<file path="src/rtl/uart_rx.sv">
// uart_rx: 8N1 serial receiver with a valid/ready byte output, framing-error pulse and sticky overrun flag.
// Optional build macro UART_RX_MAJORITY_EN selects 2-of-3 majority sampling of start, data and stop bits.
module uart_rx #(
    parameter int CLK_FREQ = 50000000,
    parameter int BAUD     = 115200
) (
    input  logic       clk,
    input  logic       resetn,
    input  logic       ser_rx,
    output logic [7:0] rx_data,
    output logic       rx_valid,
    input  logic       rx_ready,
    output logic       frame_err,
    output logic       overrun
);

    localparam int CLKS_PER_BIT = CLK_FREQ / BAUD;
    localparam int HALF_BIT     = CLKS_PER_BIT / 2;
    localparam int CNT_W        = $clog2(CLKS_PER_BIT);

    localparam logic [CNT_W-1:0] C_BIT_LAST  = CNT_W'(CLKS_PER_BIT - 1);
    localparam logic [CNT_W-1:0] C_HALF_LAST = CNT_W'(HALF_BIT - 1);
    localparam logic [CNT_W-1:0] C_CNT_ONE   = CNT_W'(1);

    typedef enum logic [2:0] {
        S_IDLE,
        S_START,
        S_DATA,
        S_STOP,
        S_WAIT_IDLE
    } state_t;

    state_t           r_state;
    logic             r_sync1;
    logic             r_sync2;
    logic [CNT_W-1:0] r_baud_cnt;
    logic [2:0]       r_bit_cnt;
    logic [7:0]       r_shift;
    logic [7:0]       r_rx_data;
    logic             r_rx_valid;
    logic             r_frame_err;
    logic             r_overrun;

    logic w_rxs;
    logic w_sample;
    logic w_baud_last;
    logic w_half_last;
    logic w_deliver;
    logic w_accept;
    logic w_handshake;
    logic w_drop;

    always_ff @(posedge clk or negedge resetn) begin
        if (!resetn) begin
            r_sync1 <= 1'b1;
            r_sync2 <= 1'b1;
        end else begin
            r_sync1 <= ser_rx;
            r_sync2 <= r_sync1;
        end
    end

    assign w_rxs = r_sync2;

`ifdef UART_RX_MAJORITY_EN
    logic r_rxs_prev;

    always_ff @(posedge clk or negedge resetn) begin
        if (!resetn) begin
            r_rxs_prev <= 1'b1;
        end else begin
            r_rxs_prev <= w_rxs;
        end
    end

    // r_sync1 already holds the value rxs will take next cycle, so the vote
    // spans rxs at -1/0/+1 without delaying the FSM decision.
    assign w_sample = (r_rxs_prev & w_rxs) | (r_rxs_prev & r_sync1) | (w_rxs & r_sync1);
`else
    assign w_sample = w_rxs;
`endif

    assign w_baud_last = (r_baud_cnt == C_BIT_LAST);
    assign w_half_last = (r_baud_cnt == C_HALF_LAST);
    assign w_deliver   = (r_state == S_STOP) && w_baud_last && w_sample;
    assign w_handshake = r_rx_valid && rx_ready;
    assign w_accept    = w_deliver && (!r_rx_valid || rx_ready);
    assign w_drop      = w_deliver && r_rx_valid && !rx_ready;

    always_ff @(posedge clk or negedge resetn) begin
        if (!resetn) begin
            r_state     <= S_IDLE;
            r_baud_cnt  <= '0;
            r_bit_cnt   <= '0;
            r_shift     <= '0;
            r_frame_err <= 1'b0;
        end else begin
            r_frame_err <= 1'b0;
            case (r_state)
                S_IDLE: begin
                    r_baud_cnt <= '0;
                    if (!w_rxs) begin
                        r_state <= S_START;
                    end
                end
                S_START: begin
                    if (w_half_last) begin
                        r_baud_cnt <= '0;
                        r_bit_cnt  <= '0;
                        r_state    <= w_sample ? S_IDLE : S_DATA;
                    end else begin
                        r_baud_cnt <= r_baud_cnt + C_CNT_ONE;
                    end
                end
                S_DATA: begin
                    if (w_baud_last) begin
                        r_baud_cnt <= '0;
                        r_shift    <= {w_sample, r_shift[7:1]};
                        if (r_bit_cnt == 3'd7) begin
                            r_bit_cnt <= '0;
                            r_state   <= S_STOP;
                        end else begin
                            r_bit_cnt <= r_bit_cnt + 3'd1;
                        end
                    end else begin
                        r_baud_cnt <= r_baud_cnt + C_CNT_ONE;
                    end
                end
                S_STOP: begin
                    // Leaving at mid-stop-bit gives half a bit of slack to catch
                    // a start bit that immediately follows.
                    if (w_baud_last) begin
                        r_baud_cnt <= '0;
                        if (w_sample) begin
                            r_state <= S_IDLE;
                        end else begin
                            r_frame_err <= 1'b1;
                            r_state     <= S_WAIT_IDLE;
                        end
                    end else begin
                        r_baud_cnt <= r_baud_cnt + C_CNT_ONE;
                    end
                end
                S_WAIT_IDLE: begin
                    if (w_rxs) begin
                        r_state <= S_IDLE;
                    end
                end
                default: begin
                    r_state    <= S_IDLE;
                    r_baud_cnt <= '0;
                    r_bit_cnt  <= '0;
                end
            endcase
        end
    end

    always_ff @(posedge clk or negedge resetn) begin
        if (!resetn) begin
            r_rx_data  <= 8'h00;
            r_rx_valid <= 1'b0;
            r_overrun  <= 1'b0;
        end else begin
            if (w_accept) begin
                r_rx_data  <= r_shift;
                r_rx_valid <= 1'b1;
            end else if (w_handshake) begin
                r_rx_valid <= 1'b0;
            end

            if (w_drop) begin
                r_overrun <= 1'b1;
            end else if (w_handshake) begin
                r_overrun <= 1'b0;
            end
        end
    end

    assign rx_data   = r_rx_data;
    assign rx_valid  = r_rx_valid;
    assign frame_err = r_frame_err;
    assign overrun   = r_overrun;

endmodule

</file>
<file path="config.mk">
export PLATFORM = sky130hd
export DESIGN_NAME = uart_rx
export DESIGN_NICKNAME = d
export VERILOG_FILES = /design/src/rtl/uart_rx.sv
export SDC_FILE = /design/constraint.sdc
export NUM_CORES = 1
export LEC_CHECK = 0
export ABC_AREA = 1
export ABC_CLOCK_PERIOD_IN_PS = 1600
export CAP_MARGIN = 20
export CORE_UTILIZATION = 55
export CTS_CLUSTER_SIZE = 24
export DETAILED_ROUTE_END_ITERATION = 12
export PLACE_DENSITY_LB_ADDON = 0.08
export SLEW_MARGIN = 20
export SYNTH_ARGS = -nofsm -noshare
export SYNTH_HDL_FRONTEND = slang
export SYNTH_SLANG_ARGS = --single-unit
</file>
<file path="constraint.sdc">
create_clock -name clk -period 1.6 [get_ports clk]
set_input_delay 0.16 -clock clk [delete_from_list [all_inputs] [get_ports clk]]
set_output_delay 0.16 -clock clk [all_outputs]
set_load 0.03 [all_outputs]
</file>
==> qor.json, run 1 <==
{
  "result_of_the_run": {"value": "finished clean"},
  "iter_0_drt_violations": {"value": 77},
  "dominantRegCellSynth": {"value": "dfrtp_1"},
  "dieArea": {"value": 3553, "unit": "um^2"},
  "layout.cell_area.non_filler": {"value": 2333, "unit": "um^2"},
  "gate_power_share": {"value": 2.7, "unit": "%"},
  "post_cts_hold_buffer_count": {"value": 0},
  "p_leak": {"value": 1.193, "unit": "nW"},
  "power_report.internal_total": {"value": 0.001258, "unit": "W"},
  "drv_slew": {"value": 0},
  "drive_gt1_share": {"value": 25.40, "unit": "%"},
  "netlist_top_cells_count": {"value": "64 x nand2_1, 34 x dfrtp_1, 25 x inv_1, 20 x nor2_1, 14 x nand3_1"},
  "gpl.final_weighted_congestion": {"value": 0.8584},
  "hold_path_class": {"value": "in -> async"},
  "slew_headroom": {"value": 74.95, "unit": "%"},
  "power.sequential.fraction": {"value": 57.1, "unit": "%"},
  "ff2ff_setup_slack": {"value": 10, "unit": "ps"},
  "grt_remaining_overflow": {"value": 0},
  "start_kind": {"value": "register"},
  "power.switching_fraction": {"value": 21.83, "unit": "%"},
  "area_growth": {"value": 27.83, "unit": "%"},
  "regToRegStartpoint": {"value": "r_baud_cnt[0]$_DFFE_PN0N_"},
  "clock_path_buffers": {"value": 2},
  "num_vias": {"value": 1593},
  "avgViaCountPerCell": {"value": 5.382},
  "firstDrtPassIters": {"value": 5},
  "postPlaceCellArea": {"value": 2091, "unit": "um^2"},
  "clk-insertion-delay-late": {"value": 350, "unit": "ps"},
  "synthMostInstantiatedCell": {"value": "nand2_1"},
  "syn_nets": {"value": 225},
  "peakVddDrop": {"value": 0.6005, "unit": "mV"},
  "worstRegToRegCells": {"value": 10},
  "nNetsFinal": {"value": 260},
  "numPortBuffers": {"value": 14},
  "synth.yosys.seq_area_share": {"value": 49.49, "unit": "%"},
  "critPathCapture": {"value": "r_baud_cnt[1]$_DFFE_PN0N_"},
  "async_reset_ff_share": {"value": 100.0, "unit": "%"},
  "synth_area_leader_cell": {"value": "dfrtp_1"},
  "fin_crit_sh": {"value": 99.29, "unit": "%"},
  "design.portCount": {"value": 15},
  "clock.fmax": {"value": 629.5, "unit": "MHz"},
  "first_global_vias": {"value": 1382},
  "wp_data_required": {"value": 1810, "unit": "ps"},
  "postSynthCellCount": {"value": 216},
  "grt_pass1_wl": {"value": 6.058, "unit": "mm"},
  "cp_max_fo": {"value": 4},
  "antenna_found_initial": {"value": 0},
  "hold-worst-slack": {"value": 172.4, "unit": "ps"},
  "synth.area.top_cells": {"value": "dfrtp_1 47%, nand2_1 13%, inv_1 5.1%"},
  "num_antenna_cells": {"value": 0},
  "preCtsSetupSlack": {"value": 6.671, "unit": "ps"},
  "drt_wl_total": {"value": 4.116, "unit": "mm"},
  "syn_area": {"value": 1826, "unit": "um^2"},
  "worstSetupEndpointType": {"value": "register"},
  "globalRouteTotalUtil": {"value": 23.77, "unit": "%"},
  "htree_levels": {"value": 2},
  "power_per_cell_area": {"value": 689.7, "unit": "nW/um^2"},
  "critical_path.startpoint": {"value": "r_baud_cnt[0]$_DFFE_PN0N_"},
  "cts-root-buf": {"value": "clkbuf_4"},
  "critical_path_class": {"value": "reg -> reg"},
  "largest_net_degree_at_the_start_of_global_routing": {"value": 37},
  "dieHeight": {"value": 59.61, "unit": "um"},
  "yosysTopAreaCellShare": {"value": 46.61, "unit": "%"},
  "final_critical_path_required_period": {"value": 1589, "unit": "ps"},
  "clk_pin_slew": {"value": 120, "unit": "ps"},
  "grt_setup_unrepaired": {"value": "true"},
  "synth.avg_cell_area": {"value": 8.451, "unit": "um^2"},
  "fp-row-count": {"value": 20},
  "reg2reg_to": {"value": "r_baud_cnt[1]$_DFFE_PN0N_"},
  "clock-sinks": {"value": 36},
  "tritoncts": {"value": "yes"},
  "flip_flop_and_latch_count_after_synthesis": {"value": 36},
  "yosys_warnings": {"value": 0},
  "post_drt_wl_per_cell": {"value": 13.91, "unit": "um"},
  "switching_power": {"value": 0.0003513, "unit": "W"},
  "fin_ws": {"value": 11.34, "unit": "ps"},
  "drcViolationCount": {"value": 0},
  "cts_buffers": {"value": 5},
  "post_synth_num_cell_types": {"value": 24},
  "timing_hold_violations_final": {"value": 0},
  "tightestPinTransition": {"value": 375.3, "unit": "ps"},
  "total_core_area": {"value": 3103, "unit": "um^2"},
  "drv_cap": {"value": 0},
  "fp.dieW": {"value": 59.61, "unit": "um"},
  "setup_viol": {"value": 0},
  "share_clk_of_total_power": {"value": 40.2, "unit": "%"},
  "floorplan.initialDensity": {"value": 58.83, "unit": "%"},
  "postRouteAntennaNets": {"value": 0},
  "synth-edff-count": {"value": 0},
  "critical_path_arrival": {"value": 1800, "unit": "ps"},
  "detailedPlacementHpwl": {"value": 2.659, "unit": "mm"},
  "finalClockSkew": {"value": 12.17, "unit": "ps"}
}
[critical path, stage by stage, from the launching register on]
cell,delay (ps)
dfrtp_2,470
inv_2,70
ha_1,140
nand2_1,50
nor2_1,100
nand2_1,110
nand2_2,110
nand2_2,80
buf_4,150
nand2_1,60
o21ai_0,120
[state kept, by name (all words and copies together), names as in the netlist]
| register | flops |
|---|---|
| rx_data | 8 |
| r_state | 3 |
| r_sync1 | 1 |
| overrun | 1 |
| r_bit_cnt | 3 |
| frame_err | 1 |
| r_baud_cnt | 9 |
| r_shift | 8 |
| rx_valid | 1 |
| r_sync2 | 1 |
[per-layer routing]
layer,wire length (um),GRT usage [%]
met2,2068,37.88
met5,0,0
met1,1738,30.86
met4,69,6.645
met3,239,8.079
[placed cells by master, fill, tap and decap left out]
cell type / n
a21oi_1: 1
nor2_1: 18
nand3b_1: 1
o21ai_1: 8
xor2_1: 3
ha_4: 1
nand3_1: 13
dfrtp_1: 33
clkbuf_4: 5
nand3_2: 1
clkinvlp_4: 1
a21boi_0: 1
nor2_4: 3
o21ai_0: 4
dfrtp_2: 1
buf_12: 3
inv_2: 3
inv_1: 23
o21ai_2: 8
dfstp_2: 2
dlygate4sd2_1: 1
dlymetal6s2s_1: 9
nand2_1: 54
clkdlybuf4s50_1: 4
nand4_1: 10
nor2_2: 3
ha_1: 4
nand2_2: 15
nor3_1: 1
bufinv_16: 1
nand3_4: 4
nand2_4: 1
clkinv_2: 1
buf_4: 11
[power groups by stage]
stage,sequential [W],clock (W),combinational [W]
finish,0.000919,0.000647,0.0000437
global route,0.000919,0.000703,0.0000498
CTS,0.000919,0.000660,0.0000459
detailed placement,0.000936,0,0.0000458
global placement,0.000936,0,0.0000449
floorplan,0.000940,0,0.00000499
[layout make-up]
class,count,area [um^2]
clock buffer,5,37.54
clock inverter,3,42.54
fill,246,769.5
inverter,26,97.59
multi-input combinational,154,892.1
sequential,36,904.6
tap,44,55.05
timing repair buffer,28,304.0
[metrics by stage]
step	setup TNS (ps)	instances	util, %	total power [W]
5_1_grt	-812.9	296	75.20	0.001672
3_3_place_gp	0	281	67.38	0.0009810
6_report	0	296	75.20	0.001609
3_5_place_dp	0	281	67.38	0.0009823
4_1_cts	-18.39	289	69.92	0.001625
2_1_floorplan	0	216	-	0.0009451
[cells by family after synthesis]
group,synth area share [%]
AOI/OAI and AO/OA,7.814
buffers and inverters,6.580
xor gates and xnor gates,1.440
adders and majority gates,3.427
and+or+nand+nor,31.25
DFF,49.49
[repair_timing]
item | CTS | global route
gates cloned | 0 | 2
pin swaps | 0 | 7
endpoints found under the setup margin | 5 | 35
resized for setup | 1 | 30
buffers inserted | 0 | 5
[worst min path at each step]
stage,from,endpoint,slack (ps)
after floorplan,resetn,frame_err$_DFF_PN0_,-140
after global placement,r_sync1$_DFF_PN1_,r_sync2$_DFF_PN1_,350
after detailed placement,r_sync1$_DFF_PN1_,r_sync2$_DFF_PN1_,350
after CTS,resetn,rx_data[6]$_DFFE_PN0P_,180
after global routing,resetn,rx_data[2]$_DFFE_PN0P_,160
final,resetn,rx_data[0]$_DFFE_PN0P_,170
Note: power is estimated with default switching activity, not from simulation.
==> run 2, diff against run 1 <==
ABC_AREA = not set   (was 1)
SKIP_CTS_REPAIR_TIMING = 1   (was not set)
==> run 2 against run 1 <==
  * The flow now finishes with violations (negative setup slack)
  * Sequential power down 0.4%
  * Utilization up 3.0 points
  * Final area increased by 2.3%
  * Setup slack worse by 290 ps
  * Count of clock-buffer cells in the layout up 2
  * Final cell count fell by 16%
  * Critical path type unchanged
  * Critical endpoint is now rx_data[4]$_DFFE_PN0P_
  * Highest routed layer unchanged
==> qor.json, run 2 <==
{
  "result_of_the_run": {"value": "finished, violations left"},
  "violations": {"value": "negative setup slack"},
  "avgViaCountPerCell": {"value": 5.728, "change": "+6.4%"},
  "clock-sinks": {"value": 36, "change": "unchanged"},
  "peakVddDrop": {"value": 0.5397, "unit": "mV", "change": "-10%"},
  "clock.fmax": {"value": 532.7, "unit": "MHz", "change": "-15%"},
  "post_synth_num_cell_types": {"value": 41, "change": "+71%"},
  "cts-root-buf": {"value": "clkbuf_4"},
  "drv_slew": {"value": 0, "change": "unchanged"},
  "power_per_cell_area": {"value": 620.3, "unit": "nW/um^2", "change": "-10%"},
  "top_register": {"value": "r_baud_cnt"},
  "inst_count_dp": {"value": 241, "change": "-14%"},
  "syn_area": {"value": 1764, "unit": "um^2", "change": "-3.4%"},
  "drive_gt1_share": {"value": 38.35, "unit": "%", "change": "+13 points"},
  "slew_headroom": {"value": 70.13, "unit": "%", "change": "-4.8 points"},
  "htree_levels": {"value": 2, "change": "unchanged"},
  "antenna_found_initial": {"value": 0, "change": "unchanged"},
  "final_cell_count_no_fill": {"value": 250, "change": "-16%"},
  "grt_setup_unrepaired": {"value": "true"},
  "fin_crit_sh": {"value": 117.3, "unit": "%", "change": "+18 points"},
  "globalRouteTotalUtil": {"value": 25.80, "unit": "%", "change": "+2.0 points"},
  "p_leak": {"value": 1.169, "unit": "nW", "change": "-2.0%"},
  "grt_remaining_overflow": {"value": 0, "change": "unchanged"},
  "gpl.final_weighted_congestion": {"value": 0.8690, "change": "+1.2%"},
  "area_growth": {"value": 35.32, "unit": "%"},
  "firstDrtPassIters": {"value": 4, "change": "-1"},
  "fp.dieW": {"value": 58.64, "unit": "um", "change": "-1.6%"},
  "postRouteAntennaNets": {"value": 0, "change": "unchanged"},
  "synth_area_leader_cell": {"value": "dfrtp_1"},
  "cts_buffers": {"value": 5, "change": "unchanged"},
  "drt_wl_total": {"value": 4.241, "unit": "mm", "change": "+3.0%"},
  "worstSetupEndpointType": {"value": "register"},
  "clk_pin_slew": {"value": 110, "unit": "ps", "change": "about the same"},
  "design.portCount": {"value": 15, "change": "unchanged"},
  "synthMostInstantiatedCell": {"value": "dfrtp_1"},
  "setup_viol": {"value": 31, "change": "+31"},
  "fin_ws": {"value": -277.2, "unit": "ps", "change": "-288.6 ps"},
  "timing_hold_violations_final": {"value": 0, "change": "unchanged"},
  "dieHeight": {"value": 58.64, "unit": "um", "change": "-1.6%"},
  "num_antenna_cells": {"value": 0, "change": "unchanged"},
  "crit_chain": {"value": "inv_2, ha_1, and4bb_4, nand4_1, a21oi_4, buf_12, mux2_4"},
  "post_drt_wl_per_cell": {"value": 16.96, "unit": "um", "change": "+22%"},
  "synth.area.top_cells": {"value": "dfrtp_1 48%, mux2_2 6.4%, mux2_4 5.1%"},
  "clk-insertion-delay-late": {"value": 350, "unit": "ps", "change": "about the same"},
  "start_kind": {"value": "register"},
  "flip_flop_and_latch_count_after_synthesis": {"value": 36, "change": "unchanged"},
  "netlist_top_cells_count": {"value": "34 x dfrtp_1, 19 x nand2_1, 13 x o21ai_0, 10 x mux2_2, 8 x inv_1"},
  "yosys_warnings": {"value": 0, "change": "unchanged"},
  "iter_0_drt_violations": {"value": 60, "change": "-22%"},
  "hold-worst-slack": {"value": 213.0, "unit": "ps", "change": "+40.59 ps"},
  "yosysTopAreaCellShare": {"value": 48.23, "unit": "%", "change": "+1.6 points"},
  "final_critical_path_required_period": {"value": 1877, "unit": "ps", "change": "+288.6 ps"},
  "mostFrequentLayoutCells": {"value": "34 x dfrtp_1, 27 x buf_4, 19 x nand2_1"},
  "tritoncts": {"value": "yes"},
  "fp-row-count": {"value": 20, "change": "unchanged"},
  "num_vias": {"value": 1432, "change": "-10%"},
  "nNetsFinal": {"value": 214, "change": "-18%"},
  "cp_max_fo": {"value": 8, "change": "+4"},
  "largest_net_degree_at_the_start_of_global_routing": {"value": 37, "change": "unchanged"},
  "cp_slowest_stage_delay": {"value": 410, "unit": "ps", "change": "-60 ps"},
  "first_global_vias": {"value": 1312, "change": "-5.1%"},
  "largest_reg_flops": {"value": 9, "change": "unchanged"},
  "tightestPinTransition": {"value": 448.1, "unit": "ps", "change": "+72.81 ps"},
  "synth-edff-count": {"value": 0, "change": "unchanged"},
  "dominantRegCellSynth": {"value": "dfrtp_1"},
  "detailedPlacementHpwl": {"value": 2.869, "unit": "mm", "change": "+7.9%"},
  "total_core_area": {"value": 3053, "unit": "um^2", "change": "-1.6%"},
  "synth.avg_cell_area": {"value": 11.03, "unit": "um^2", "change": "+30%"},
  "crit_path_top_delay_cell": {"value": "dfrtp_1"},
  "layout.cells.most_common": {"value": "dfrtp_1"},
  "postSynthCellCount": {"value": 160, "change": "-26%"},
  "finalClockSkew": {"value": 5.278, "unit": "ps", "change": "-6.894 ps"},
  "wp_data_required": {"value": 1840, "unit": "ps", "change": "+30 ps"},
  "synth.yosys.seq_area_share": {"value": 51.21, "unit": "%", "change": "+1.7 points"},
  "preCtsSetupSlack": {"value": -445.5, "unit": "ps", "change": "-452.1 ps"},
  "critical_path_class": {"value": "reg -> reg"},
  "async_reset_ff_share": {"value": 100.0, "unit": "%", "change": "unchanged"},
  "grt_pass1_wl": {"value": 6.396, "unit": "mm", "change": "+5.6%"},
  "syn_nets": {"value": 169, "change": "-25%"},
  "critical_path_arrival": {"value": 2120, "unit": "ps", "change": "+320 ps"},
  "drcViolationCount": {"value": 0, "change": "unchanged"},
  "clock_path_buffers": {"value": 2, "change": "unchanged"},
  "numPortBuffers": {"value": 14, "change": "unchanged"},
  "hold_path_class": {"value": "in -> async"},
  "dieArea": {"value": 3438, "unit": "um^2", "change": "-3.2%"},
  "drv_cap": {"value": 0, "change": "unchanged"},
  "floorplan.initialDensity": {"value": 57.79, "unit": "%", "change": "-1.0 points"}
}
run 2: worst max-delay path: cells and delay by family (launching register included):
kind,cells,cell delay (ps)
AOI/OAI and AO/OA,1,210
and+or+nand+nor,2,470
muxes,1,310
DFF,1,410
buffers and inverters,2,220
adders and majority gates,1,130
run 2: final timing paths:
| kind | end | cells after the start | slack, ps | start |
|---|---|---|---|---|
| worst max-delay path | rx_data[4]$_DFFE_PN0P_ | 7 | -280 | r_baud_cnt[1]$_DFFE_PN0N_ |
| worst min-delay path | r_baud_cnt[6]$_DFFE_PN0N_ | 2 | 210 | resetn |
| worst max register to register | rx_data[4]$_DFFE_PN0P_ | 7 | -280 | r_baud_cnt[1]$_DFFE_PN0N_ |
| worst min register to register | r_sync2$_DFF_PN1_ | 0 | 360 | r_sync1$_DFF_PN1_ |
| max in group asynchronous | r_sync1$_DFF_PN1_ | 2 | 1040 | resetn |
| min in group clk | r_sync1$_DFF_PN1_ | 1 | 230 | ser_rx |
run 2: area by class of cell:
| cell class | instances | area, um^2 |
|---|---|---|
| multi-input combinational | 110 | 940.9 |
| timing repair buffer | 44 | 395.4 |
| fill | 204 | 665.6 |
| clock inverter | 1 | 7.507 |
| tap | 44 | 55.05 |
| sequential | 36 | 903.4 |
| clock buffer | 7 | 55.05 |
| inverter | 8 | 30.03 |
run 2: where the power goes:
part | total [W] | leakage, nW | switching, W | internal, W
Combinational | 0.0000339 | 0.656 | 0.0000231 | 0.0000108
Clock | 0.000531 | 0.0315 | 0.000316 | 0.000215
Sequential | 0.000915 | 0.481 | 0.00000144 | 0.000914
Total | 0.00148 | 1.17 | 0.000341 | 0.00114
run 2: logic make-up (layout without fill, tap and decap cells):
| group | count (synthesis) | after routing | synth area share, % |
|---|---|---|---|
| adder cells (fa/ha/maj) | 5 | 5 | 3.546 |
| AND/OR/NAND/NOR | 54 | 54 | 17.09 |
| AO/OA/AOI/OAI | 32 | 32 | 11.77 |
| XOR/XNOR | 3 | 3 | 1.490 |
| multiplexers | 16 | 16 | 11.49 |
| buffers and inverters | 14 | 60 | 3.404 |
| flip-flops | 36 | 36 | 51.21 |
run 2: through the flow:
step / area [um^2] / TNS [ps] / util (%) / total power, W
4_1_cts: 2260 / -7975 / 74.02 / 0.001483
3_5_place_dp: 2197 / -7445 / 71.97 / 0.0009676
3_3_place_gp: 2197 / -5876 / 71.97 / 0.0009649
2_1_floorplan: 1802 / -3721 / - / 0.0009359
6_report: 2387 / -6293 / 78.20 / 0.001481
5_1_grt: 2387 / -8000 / 78.20 / 0.001529
run 2: layer usage:
layer	up-vias	share of wire [%]	GRT usage (%)
met2	60	51	39.08
met1	701	42	35.60
met3	6	6.5	8.132
li1	665	-	-
met4	0	0.90	8.163
met5	-	0	0
